`config.mk`:
```
export PLATFORM = sky130hd
export DESIGN_NAME = spi_slave_rx
export DESIGN_NICKNAME = d
export VERILOG_FILES = /design/src/rtl/spi_slave_rx.sv
export SDC_FILE = /design/constraint.sdc
export NUM_CORES = 1
export LEC_CHECK = 0
export BUFFER_PORTS_ARGS = -buffer_cell sky130_fd_sc_hd__buf_2
export CAP_MARGIN = 20
export CORE_AREA = 4 4 160 162
export CTS_BUF_LIST = sky130_fd_sc_hd__clkbuf_16
export DETAILED_ROUTE_END_ITERATION = 10
export DIE_AREA = 0 0 164 166
export GPL_TIMING_DRIVEN = 0
export HOLD_SLACK_MARGIN = 0.12
export PLACE_DENSITY = 0.44
export RECOVER_POWER = 100
export SLEW_MARGIN = 5
export SYNTH_ARGS = -nofsm -noshare
export SYNTH_HDL_FRONTEND = slang
export SYNTH_SLANG_ARGS = --single-unit
```
`constraint.sdc`:
```
create_clock -name clk -period 2.67 [get_ports clk]
set_input_delay 0.534 -clock clk [delete_from_list [all_inputs] [get_ports clk]]
set_output_delay 0.534 -clock clk [all_outputs]
set_load 0.02 [all_outputs]
```
`src/rtl/spi_slave_rx.sv`:
```
// SPI mode-0 slave receiver: synchronizes the bus into clk, shifts in one
// FRAME_BITS word per chip-select window and streams tx_data back on spi_miso.
module spi_slave_rx #(
    parameter int FRAME_BITS  = 40,
    parameter int SYNC_STAGES = 2
) (
    input  logic                  clk,
    input  logic                  reset,
    input  logic                  spi_sclk,
    input  logic                  spi_data,
    input  logic                  spi_cs,
    input  logic [FRAME_BITS-1:0] tx_data,
    output logic                  spi_miso,
    output logic [FRAME_BITS-1:0] rx_data,
    output logic                  rx_valid,
    output logic                  rx_error,
    output logic                  rx_overrun,
    output logic                  busy,
    output logic [7:0]            counter,
    output logic [1:0]            fsm_state
);

    typedef enum logic [1:0] {
        IDLE    = 2'd0,
        SHIFT   = 2'd1,
        WAIT_CS = 2'd2
    } state_t;

    localparam logic [7:0] LAST_CNT = 8'(FRAME_BITS - 1);
    localparam logic [7:0] FULL_CNT = 8'(FRAME_BITS);

    logic [SYNC_STAGES-1:0] sclk_sync;
    logic [SYNC_STAGES-1:0] data_sync;
    logic [SYNC_STAGES-1:0] cs_sync;
    logic                   sclk_d;

    logic sclk_s;
    logic data_s;
    logic cs_s;
    logic sclk_rise;
    logic sclk_fall;

    // The final bit goes straight into rx_data, so the receive shifter only
    // ever needs to hold the first FRAME_BITS-1 bits.
    state_t                state, state_n;
    logic [FRAME_BITS-2:0] rx_shift, rx_shift_n;
    logic [FRAME_BITS-1:0] tx_shift, tx_shift_n;
    logic [FRAME_BITS-1:0] rx_data_n;
    logic [7:0]            counter_n;
    logic                  rx_valid_n;
    logic                  rx_error_n;
    logic                  rx_overrun_n;

    always_ff @(posedge clk) begin
        if (!reset) begin
            sclk_sync <= '0;
            data_sync <= '0;
            cs_sync   <= '1;
            sclk_d    <= 1'b0;
        end else begin
            sclk_sync <= {sclk_sync[SYNC_STAGES-2:0], spi_sclk};
            data_sync <= {data_sync[SYNC_STAGES-2:0], spi_data};
            cs_sync   <= {cs_sync[SYNC_STAGES-2:0], spi_cs};
            sclk_d    <= sclk_sync[SYNC_STAGES-1];
        end
    end

    assign sclk_s    = sclk_sync[SYNC_STAGES-1];
    assign data_s    = data_sync[SYNC_STAGES-1];
    assign cs_s      = cs_sync[SYNC_STAGES-1];
    assign sclk_rise = sclk_s & ~sclk_d;
    assign sclk_fall = ~sclk_s & sclk_d;

    // rx_valid, rx_error and rx_overrun are single-clk strobes with no ready:
    // the consumer must take rx_data in the cycle rx_valid is high.
    always_comb begin
        state_n      = state;
        rx_shift_n   = rx_shift;
        tx_shift_n   = tx_shift;
        rx_data_n    = rx_data;
        counter_n    = counter;
        rx_valid_n   = 1'b0;
        rx_error_n   = 1'b0;
        rx_overrun_n = 1'b0;

        unique case (state)
            IDLE: begin
                counter_n  = '0;
                tx_shift_n = '0;
                if (!cs_s) begin
                    state_n    = SHIFT;
                    rx_shift_n = '0;
                    tx_shift_n = tx_data;
                end
            end

            SHIFT: begin
                if (sclk_rise && counter == LAST_CNT) begin
                    // A completing edge wins over a simultaneous deselect.
                    rx_data_n  = {rx_shift, data_s};
                    rx_valid_n = 1'b1;
                    if (cs_s) begin
                        state_n    = IDLE;
                        counter_n  = '0;
                        tx_shift_n = '0;
                    end else begin
                        state_n   = WAIT_CS;
                        counter_n = FULL_CNT;
                    end
                end else if (cs_s) begin
                    state_n    = IDLE;
                    counter_n  = '0;
                    tx_shift_n = '0;
                    rx_error_n = (counter != 8'd0);
                end else if (sclk_rise) begin
                    rx_shift_n = {rx_shift[FRAME_BITS-3:0], data_s};
                    counter_n  = counter + 8'd1;
                end else if (sclk_fall) begin
                    tx_shift_n = {tx_shift[FRAME_BITS-2:0], 1'b0};
                end
            end

            WAIT_CS: begin
                if (cs_s) begin
                    state_n    = IDLE;
                    counter_n  = '0;
                    tx_shift_n = '0;
                end else if (sclk_rise) begin
                    rx_overrun_n = 1'b1;
                end else if (sclk_fall) begin
                    tx_shift_n = {tx_shift[FRAME_BITS-2:0], 1'b0};
                end
            end

            default: begin
                state_n    = IDLE;
                counter_n  = '0;
                tx_shift_n = '0;
            end
        endcase
    end

    always_ff @(posedge clk) begin
        if (!reset) begin
            state      <= IDLE;
            rx_shift   <= '0;
            tx_shift   <= '0;
            rx_data    <= '0;
            counter    <= '0;
            rx_valid   <= 1'b0;
            rx_error   <= 1'b0;
            rx_overrun <= 1'b0;
        end else begin
            state      <= state_n;
            rx_shift   <= rx_shift_n;
            tx_shift   <= tx_shift_n;
            rx_data    <= rx_data_n;
            counter    <= counter_n;
            rx_valid   <= rx_valid_n;
            rx_error   <= rx_error_n;
            rx_overrun <= rx_overrun_n;
        end
    end

    // tx_shift is cleared whenever the FSM sits in IDLE, so its MSB is the bus bit.
    assign spi_miso  = tx_shift[FRAME_BITS-1];
    assign busy      = (state != IDLE);
    assign fsm_state = state;

endmodule
```
==> results of run 1 <==
==> synthesized netlist by cell type (all sizes together) <==
cell / instances
nand3b: 10
nor3: 5
a211oi: 20
a221o: 29
nor4: 4
or2: 2
clkbuf: 52
or4: 1
o211a: 1
o22ai: 1
or3: 7
nor3b: 1
nor2b: 4
and2: 5
o32ai: 1
ha: 2
a31oi: 2
o2111ai: 1
and3: 2
nand2b: 8
or3b: 1
nor2: 36
nand2: 166
buf: 19
o21ai: 38
o211ai: 12
a21boi: 1
o221ai: 1
o21a: 1
a2bb2oi: 1
inv: 5
a21oi: 57
dfxtp: 139
a311oi: 30
nand3: 62
o221a: 1
a2111oi: 1
a31o: 1
mux2i: 1
nand4: 4
==> area by class of cell <==
cell class	count	area, um^2
Tap cell	324	405
Multi-Input combinational cell	520	2850
Inverter	5	18.8
Fill cell	2723	16700
Buffer	71	289
Clock inverter	15	156
Clock buffer	17	425
Antenna cell	1	2.50
Sequential cell	139	2780
Timing Repair Buffer	99	427
==> flip-flops by register name, summed over array words and instances, names as in the netlist <==
| name | cells |
|---|---|
| cs_sync | 2 |
| counter | 8 |
| rx_error | 1 |
| rx_valid | 1 |
| rx_data | 40 |
| sclk_d | 1 |
| sclk_sync | 2 |
| fsm_state | 2 |
| rx_shift | 39 |
| rx_overrun | 1 |
| data_sync | 2 |
| tx_shift | 40 |
==> final timing paths <==
path / from / end / slack [ns]
worst max register to register: fsm_state[0] / counter[2] / 0.17
worst min-delay path: spi_cs / cs_sync[0] / 0.32
worst min register to register: cs_sync[0] / cs_sync[1] / 0.41
worst max-delay path: fsm_state[1] / busy / 0.15
==> routing by layer <==
layer	up-vias	GRT usage
met5	-	0
met4	0	0.0478
met3	21	0.0288
met2	149	0.210
met1	2728	0.206
li1	2881	-
==> cell families after synthesis <==
group	count (synthesis)
AO/OA/AOI/OAI	199
adder cells (fa/ha/maj)	2
flip-flops	139
buffers and inverters	76
AND/OR/NAND/NOR	318
multiplexers	1
==> per-stage QoR <==
step           std cells  setup WS [ns]
2_1_floorplan        735          0.721
3_3_place_gp        1158          0.170
3_5_place_dp        1158          0.181
4_1_cts             1190          0.144
5_1_grt             1191         0.0347
6_report            1191          0.147
==> where the power goes <==
part / switching, mW / leakage, nW / internal [mW]
clock network: 1.04 / 0.283 / 1.32
registers: 0.0128 / 1.12 / 2.09
logic: 0.122 / 0.961 / 0.0646
==> timing repair <==
item	CTS	global route
endpoints found under the hold margin	0	0
setup endpoints to repair	1	0
gates resized for setup	3	0
==> critical path, cell delays in order (launching register included) <==
cell and delay (ns):
dfxtp_1 0.39, clkbuf_2 0.25, clkbuf_2 0.30, nor2_1 0.09, clkbuf_2 0.22, inv_1 0.13
clkbuf_2 0.18
==> flow_summary.rst, run 1 <==
.. list-table::
   :header-rows: 1

   * - Metric
     - Value
   * - Run status
     - finished clean
   * - Critical Path RT
     - 2.14 ns
   * - Final GP Congestion
     - 0.800
   * - Data arrival time of the critical path
     - 1.99 ns
   * - Maximum root-to-sink buffer count
     - 2
   * - Number of cells traversed by the worst hold path
     - 2
   * - Mapped Nets
     - 782
   * - Number of placement rows
     - 57
   * - Most common cell after layout, fill and taps aside
     - nand2_1
   * - Final core area utilization
     - 0.305
   * - First drt pass iteration count
     - 5
   * - Setup TNS after final layout
     - 0 ns
   * - Die X-Extent
     - 164 um
   * - DR vias
     - 5779
   * - Critical Path Fanout Max
     - 10
   * - Root buffer selected by CTS
     - clkbuf_16
   * - Met2 WL
     - 8.40 mm
   * - Mean number of vias per cell
     - 4.85
   * - Post-synthesis adder-cell area fraction
     - 0.00421
   * - Ratio of total power to cell area
     - 632 nW/um^2
   * - Dominant combinational cell family by area after synthesis
     - simple AND/OR/NAND/NOR gates
   * - Parity-gate share of the synthesized area counting xor and xnor cells
     - 0
   * - Post-Syn Instances
     - 735
   * - Via count of the first global-routing pass
     - 5620
   * - Count of endpoints failing hold in the final timing report
     - 0
   * - Global-route wire length before repair
     - 31.3 mm
   * - Setup repair after global routing missed its margin
     - false
   * - Most frequent cells in the layout
     - nand2_1 (166), dfxtp_1 (139), clkbuf_1 (109), nand3_1 (62), a21oi_1 (57)
   * - Maximum vdd ir drop
     - 363 uV
   * - Depth of the worst register-to-register path
     - 6
   * - CTS tree
     - built
   * - CP Launch Type
     - flip-flop
   * - Portion of the clock cycle consumed by the worst path in the final layout
     - 0.945
   * - Number of design-rule violations left by the first detailed-router iteration
     - 374
   * - H-tree levels
     - 4
   * - Post-layout instance area
     - 7360 um^2
   * - Hold/Removal Path Class
     - input port to flip-flop
   * - Layout-stage area growth over the synthesis result
     - 23.7%
   * - Total Power
     - 4.65 mW
   * - Initial antenna violation count
     - 1
   * - Half-perimeter wire length of the detailed placement result
     - 13.3 mm
   * - Routed wire length
     - 19.0 mm
   * - Syn Area/Cell
     - 8.09 um^2
   * - Top cell type's share of synthesized area
     - 0.468
   * - Drc violations
     - 0
   * - Share of layout cells above drive strength 1
     - 0.109
   * - Mapped cell area
     - 5950 um^2
   * - Port-buffer cells
     - 99
   * - Floorplan die height
     - 166 um
   * - Final critical-path required period
     - 2.52 ns
   * - Worst hold slack after final layout
     - 0.319 ns
   * - Setup CP Type
     - flip-flop to primary output
   * - Peak clock frequency supported by timing
     - 396 MHz
   * - Mux share of post-synthesis cell area
     - 0.00168
   * - Clock latency of the later-clocked register in the worst-skew pair
     - 0.43 ns
   * - Congestion Overflow GR
     - 0
   * - Count of cell types in the netlist
     - 46
   * - GRT Total Usage
     - 0.142
   * - Worst-case clock skew
     - 0.0108 ns
   * - Top cells by area in the synthesized netlist
     - dfxtp_1 (47%), nand2_1 (10%), nand3_1 (5.2%)
   * - Num Clock Sinks
     - 139
   * - Ys Warns
     - 0
   * - Pin count of the biggest net entering global routing
     - 17
   * - Total clock buffers created by CTS
     - 17
   * - Antenna-violating nets left
     - 0
   * - Number of I/O pins
     - 100
   * - Highest metal used
     - met4
   * - Met1 Wirelength
     - 9.36 mm
   * - Cell type with the largest total area after synthesis
     - dfxtp_1
   * - Synth Area in Simple Gates
     - 0.242
   * - Compound-Gate Fraction of Synth Area
     - 0.232
   * - Flops & latches, synth
     - 139
   * - DIE AREA
     - 27200 um^2
   * - Routed wire per std cell
     - 15.9 um
   * - # Post-CTS Setup Buffers
     - 0
   * - Clock Pin Slew Worst Setup and Hold Paths
     - 0.07 ns
   * - Quantity of hold-fixing buffers added after cts
     - 0
   * - Met3 routed wirelength
     - 918 um
   * - Placement Cell Area
     - 6850 um^2
   * - Type of destination of the critical path
     - primary output
   * - Worst-margin pin slew
     - 1.02 ns
   * - Final #Nets
     - 900
   * - Leakage power total
     - 2.37 nW
   * - Sequential cell area fraction in the yosys report
     - 0.468
   * - Slew Viols, Final
     - 0
   * - Area of the core region
     - 24100 um^2
   * - Number of max-cap violations
     - 0
   * - Effective utilization at floorplan
     - 0.247
   * - Max_slew headroom
     - 0.314
   * - Number of failing setup endpoints in the final timing report
     - 0
No activity file was read; power rests on OpenSTA's default activity.
==> run 2, diff against run 1 <==
--- a/config.mk
+++ b/config.mk
@@ -9,9 +9,9 @@
 export CAP_MARGIN = 20
-export CORE_AREA = 4 4 160 162
+export CORE_AREA = 4 4 120 122
 export CTS_BUF_LIST = sky130_fd_sc_hd__clkbuf_16
 export DETAILED_ROUTE_END_ITERATION = 10
-export DIE_AREA = 0 0 164 166
+export DIE_AREA = 0 0 124 126
 export GPL_TIMING_DRIVEN = 0
 export HOLD_SLACK_MARGIN = 0.12
-export PLACE_DENSITY = 0.44
+export PLACE_DENSITY = 0.69
 export RECOVER_POWER = 100
--- a/constraint.sdc
+++ b/constraint.sdc
@@ -3,2 +3,2 @@
 set_output_delay 0.534 -clock clk [all_outputs]
-set_load 0.02 [all_outputs]
+set_load 0.005 [all_outputs]
==> flow_summary.rst, run 2 (synthesized netlist as in run 1, its figures left out) <==
.. list-table::
   :header-rows: 1

   * - Metric
     - Value
   * - Run status
     - finished clean (unchanged)
   * - Cell chain of the critical path
     - clkbuf_1 -> clkbuf_2 -> nor2_1 -> clkbuf_2 -> inv_1 -> clkbuf_1 (was clkbuf_2 -> clkbuf_2 -> nor2_1 -> clkbuf_2 -> inv_1 -> clkbuf_2)
   * - Antenna-violating nets left
     - 0 (unchanged)
   * - Root buffer selected by CTS
     - clkbuf_16 (unchanged)
   * - Routed wire per std cell
     - 15.5 um (was 15.9 um)
   * - Ant diodes
     - 0 (was 1)
   * - Routed wire length
     - 16.2 mm (was 19.0 mm)
   * - Share of layout cells above drive strength 1
     - 0.132 (was 0.109)
   * - Leakage power total
     - 2.50 nW (was 2.37 nW)
   * - Total Power
     - 4.82 mW (was 4.65 mW)
   * - Count of endpoints failing hold in the final timing report
     - 0 (unchanged)
   * - Worst-margin pin slew
     - 0.898 ns (was 1.02 ns)
   * - Effective utilization at floorplan
     - 0.451 (was 0.247)
   * - Clock latency of the later-clocked register in the worst-skew pair
     - 0.42 ns (was 0.43 ns)
   * - Congestion Overflow GR
     - 0 (unchanged)
   * - Crit path max-delay cell type
     - dfxtp_1 (unchanged)
   * - Register-to-Register Setup Slack
     - 0.21 ns (was 0.17 ns)
   * - Number of placement rows
     - 42 (was 57)
   * - Drc violations
     - 0 (unchanged)
   * - Quantity of hold-fixing buffers added after cts
     - 0 (unchanged)
   * - Clock Pin Slew Worst Setup and Hold Paths
     - 0.06 ns (was 0.07 ns)
   * - Port-buffer cells
     - 99 (unchanged)
   * - DR vias
     - 5844 (was 5779)
   * - Total clock buffers created by CTS
     - 17 (unchanged)
   * - Number of failing setup endpoints in the final timing report
     - 0 (unchanged)
   * - Final GP Congestion
     - 0.834 (was 0.800)
   * - CTS tree
     - built (unchanged)
   * - DIE AREA
     - 15600 um^2 (was 27200 um^2)
   * - Portion of the clock cycle consumed by the worst path in the final layout
     - 0.926 (was 0.945)
   * - CP Launch Type
     - flip-flop (unchanged)
   * - Number of I/O pins
     - 100 (unchanged)
   * - Floorplan die height
     - 126 um (was 166 um)
   * - Num Clock Sinks
     - 139 (unchanged)
   * - Area of the core region
     - 13200 um^2 (was 24100 um^2)
   * - Ratio of total power to cell area
     - 665 nW/um^2 (was 632 nW/um^2)
   * - First drt pass iteration count
     - 5 (unchanged)
   * - Maximum vdd ir drop
     - 420 uV (was 363 uV)
   * - Setup CP Type
     - flip-flop to primary output (unchanged)
   * - Final critical-path required period
     - 2.47 ns (was 2.52 ns)
   * - Hold/Removal Path Class
     - input port to flip-flop (unchanged)
   * - Half-perimeter wire length of the detailed placement result
     - 11.1 mm (was 13.3 mm)
   * - Type of destination of the critical path
     - primary output (unchanged)
   * - Worst-case clock skew
     - 0.00645 ns (was 0.0108 ns)
   * - Crit-path max cell delay
     - 0.36 ns (was 0.39 ns)
   * - Die X-Extent
     - 124 um (was 164 um)
   * - Most frequent cells in the layout
     - nand2_1 (166), dfxtp_1 (139), clkbuf_1 (87), buf_2 (74), nand3_1 (62) (was nand2_1 (166), dfxtp_1 (139), clkbuf_1 (109), nand3_1 (62), a21oi_1 (57))
   * - Via count of the first global-routing pass
     - 5414 (was 5620)
   * - Critical Path Fanout Max
     - 10 (unchanged)
   * - Final core area utilization
     - 0.550 (was 0.305)
   * - H-tree levels
     - 4 (unchanged)
   * - Final #Nets
     - 900 (unchanged)
   * - Peak clock frequency supported by timing
     - 404 MHz (was 396 MHz)
   * - GRT Total Usage
     - 0.211 (was 0.142)
   * - Setup TNS after final layout
     - 0 ns (unchanged)
   * - # Post-CTS Setup Buffers
     - 0 (unchanged)
   * - Number of design-rule violations left by the first detailed-router iteration
     - 514 (was 374)
   * - Largest registers
     - rx_data (40), tx_shift (40), rx_shift (39) (unchanged)
   * - Maximum root-to-sink buffer count
     - 2 (unchanged)
   * - Mean number of vias per cell
     - 5.61 (was 4.85)
   * - Data arrival time of the critical path
     - 1.94 ns (was 1.99 ns)
   * - Max_slew headroom
     - 0.396 (was 0.314)
   * - Number of max-cap violations
     - 0 (unchanged)
   * - Initial antenna violation count
     - 0 (was 1)
   * - Layout-stage area growth over the synthesis result
     - 22.0% (was 23.7%)
   * - Pin count of the biggest net entering global routing
     - 17 (unchanged)
   * - Critical Path RT
     - 2.14 ns (about the same)
   * - Global-route wire length before repair
     - 26.6 mm (was 31.3 mm)
   * - Most common cell after layout, fill and taps aside
     - nand2_1 (unchanged)
   * - Slew Viols, Final
     - 0 (unchanged)
   * - Setup repair after global routing missed its margin
     - false (unchanged)
[run 2: cell types whose count changed in the layout (fill, tap and decap cells not counted), moves of 3 or more]
cell / change
clkinv_1: +4
clkbuf_2: -3
bufinv_16: +4
inv_6: -4
buf_2: +27
inv_8: -4
clkbuf_1: -22
[run 2: per-stage QoR]
step	setup WS (ns)	hold WS (ns)	cell area, um^2	instances
floorplan	0.793	0.386	5950	735
finish	0.197	0.304	7250	1042
global placement	0.274	0.408	6660	1010
detailed placement	0.258	0.418	6660	1010
CTS	0.0978	0.298	7300	1042
global route	0.0345	0.302	7250	1042
[run 2: area by class of cell]
cell class | instances | area (um^2)
Fill cell | 1300 | 5940
Clock buffer | 17 | 425
Timing Repair Buffer | 99 | 459
Tap cell | 176 | 220
Multi-Input combinational cell | 520 | 2860
Buffer | 71 | 287
Inverter | 5 | 18.8
Sequential cell | 139 | 2780
Clock inverter | 15 | 205
[run 2: worst paths after layout]
path / end / start / cells after the start
max reg2reg: counter[2] / fsm_state[0] / 6
min: cs_sync[0] / spi_cs / 2
min reg2reg: data_sync[1] / data_sync[0] / 1
max: busy / fsm_state[1] / 6
[run 2: timing repair]
action / CTS / global route
resized for setup: 1 / 2
pin swaps: 0 / 0
endpoints found under the setup margin: 1 / 1
[run 2: per-layer routing]
layer  wire length, um  global-route usage
met1              7450               0.297
met2              7440               0.312
met3               991              0.0489
met4               304              0.0805
met5                 0                   0
[run 2: critical path, delay by kind of cell (launching register included)]
family | cells | cell delay (ns)
buffers and inverters | 5 | 1.06
flip-flops | 1 | 0.36
AND/OR/NAND/NOR | 1 | 0.08
[run 2: where the power goes]
part	internal, mW	switching [mW]
Sequential	2.09	0.0128
Combinational	0.0647	0.116
Clock	1.64	0.899
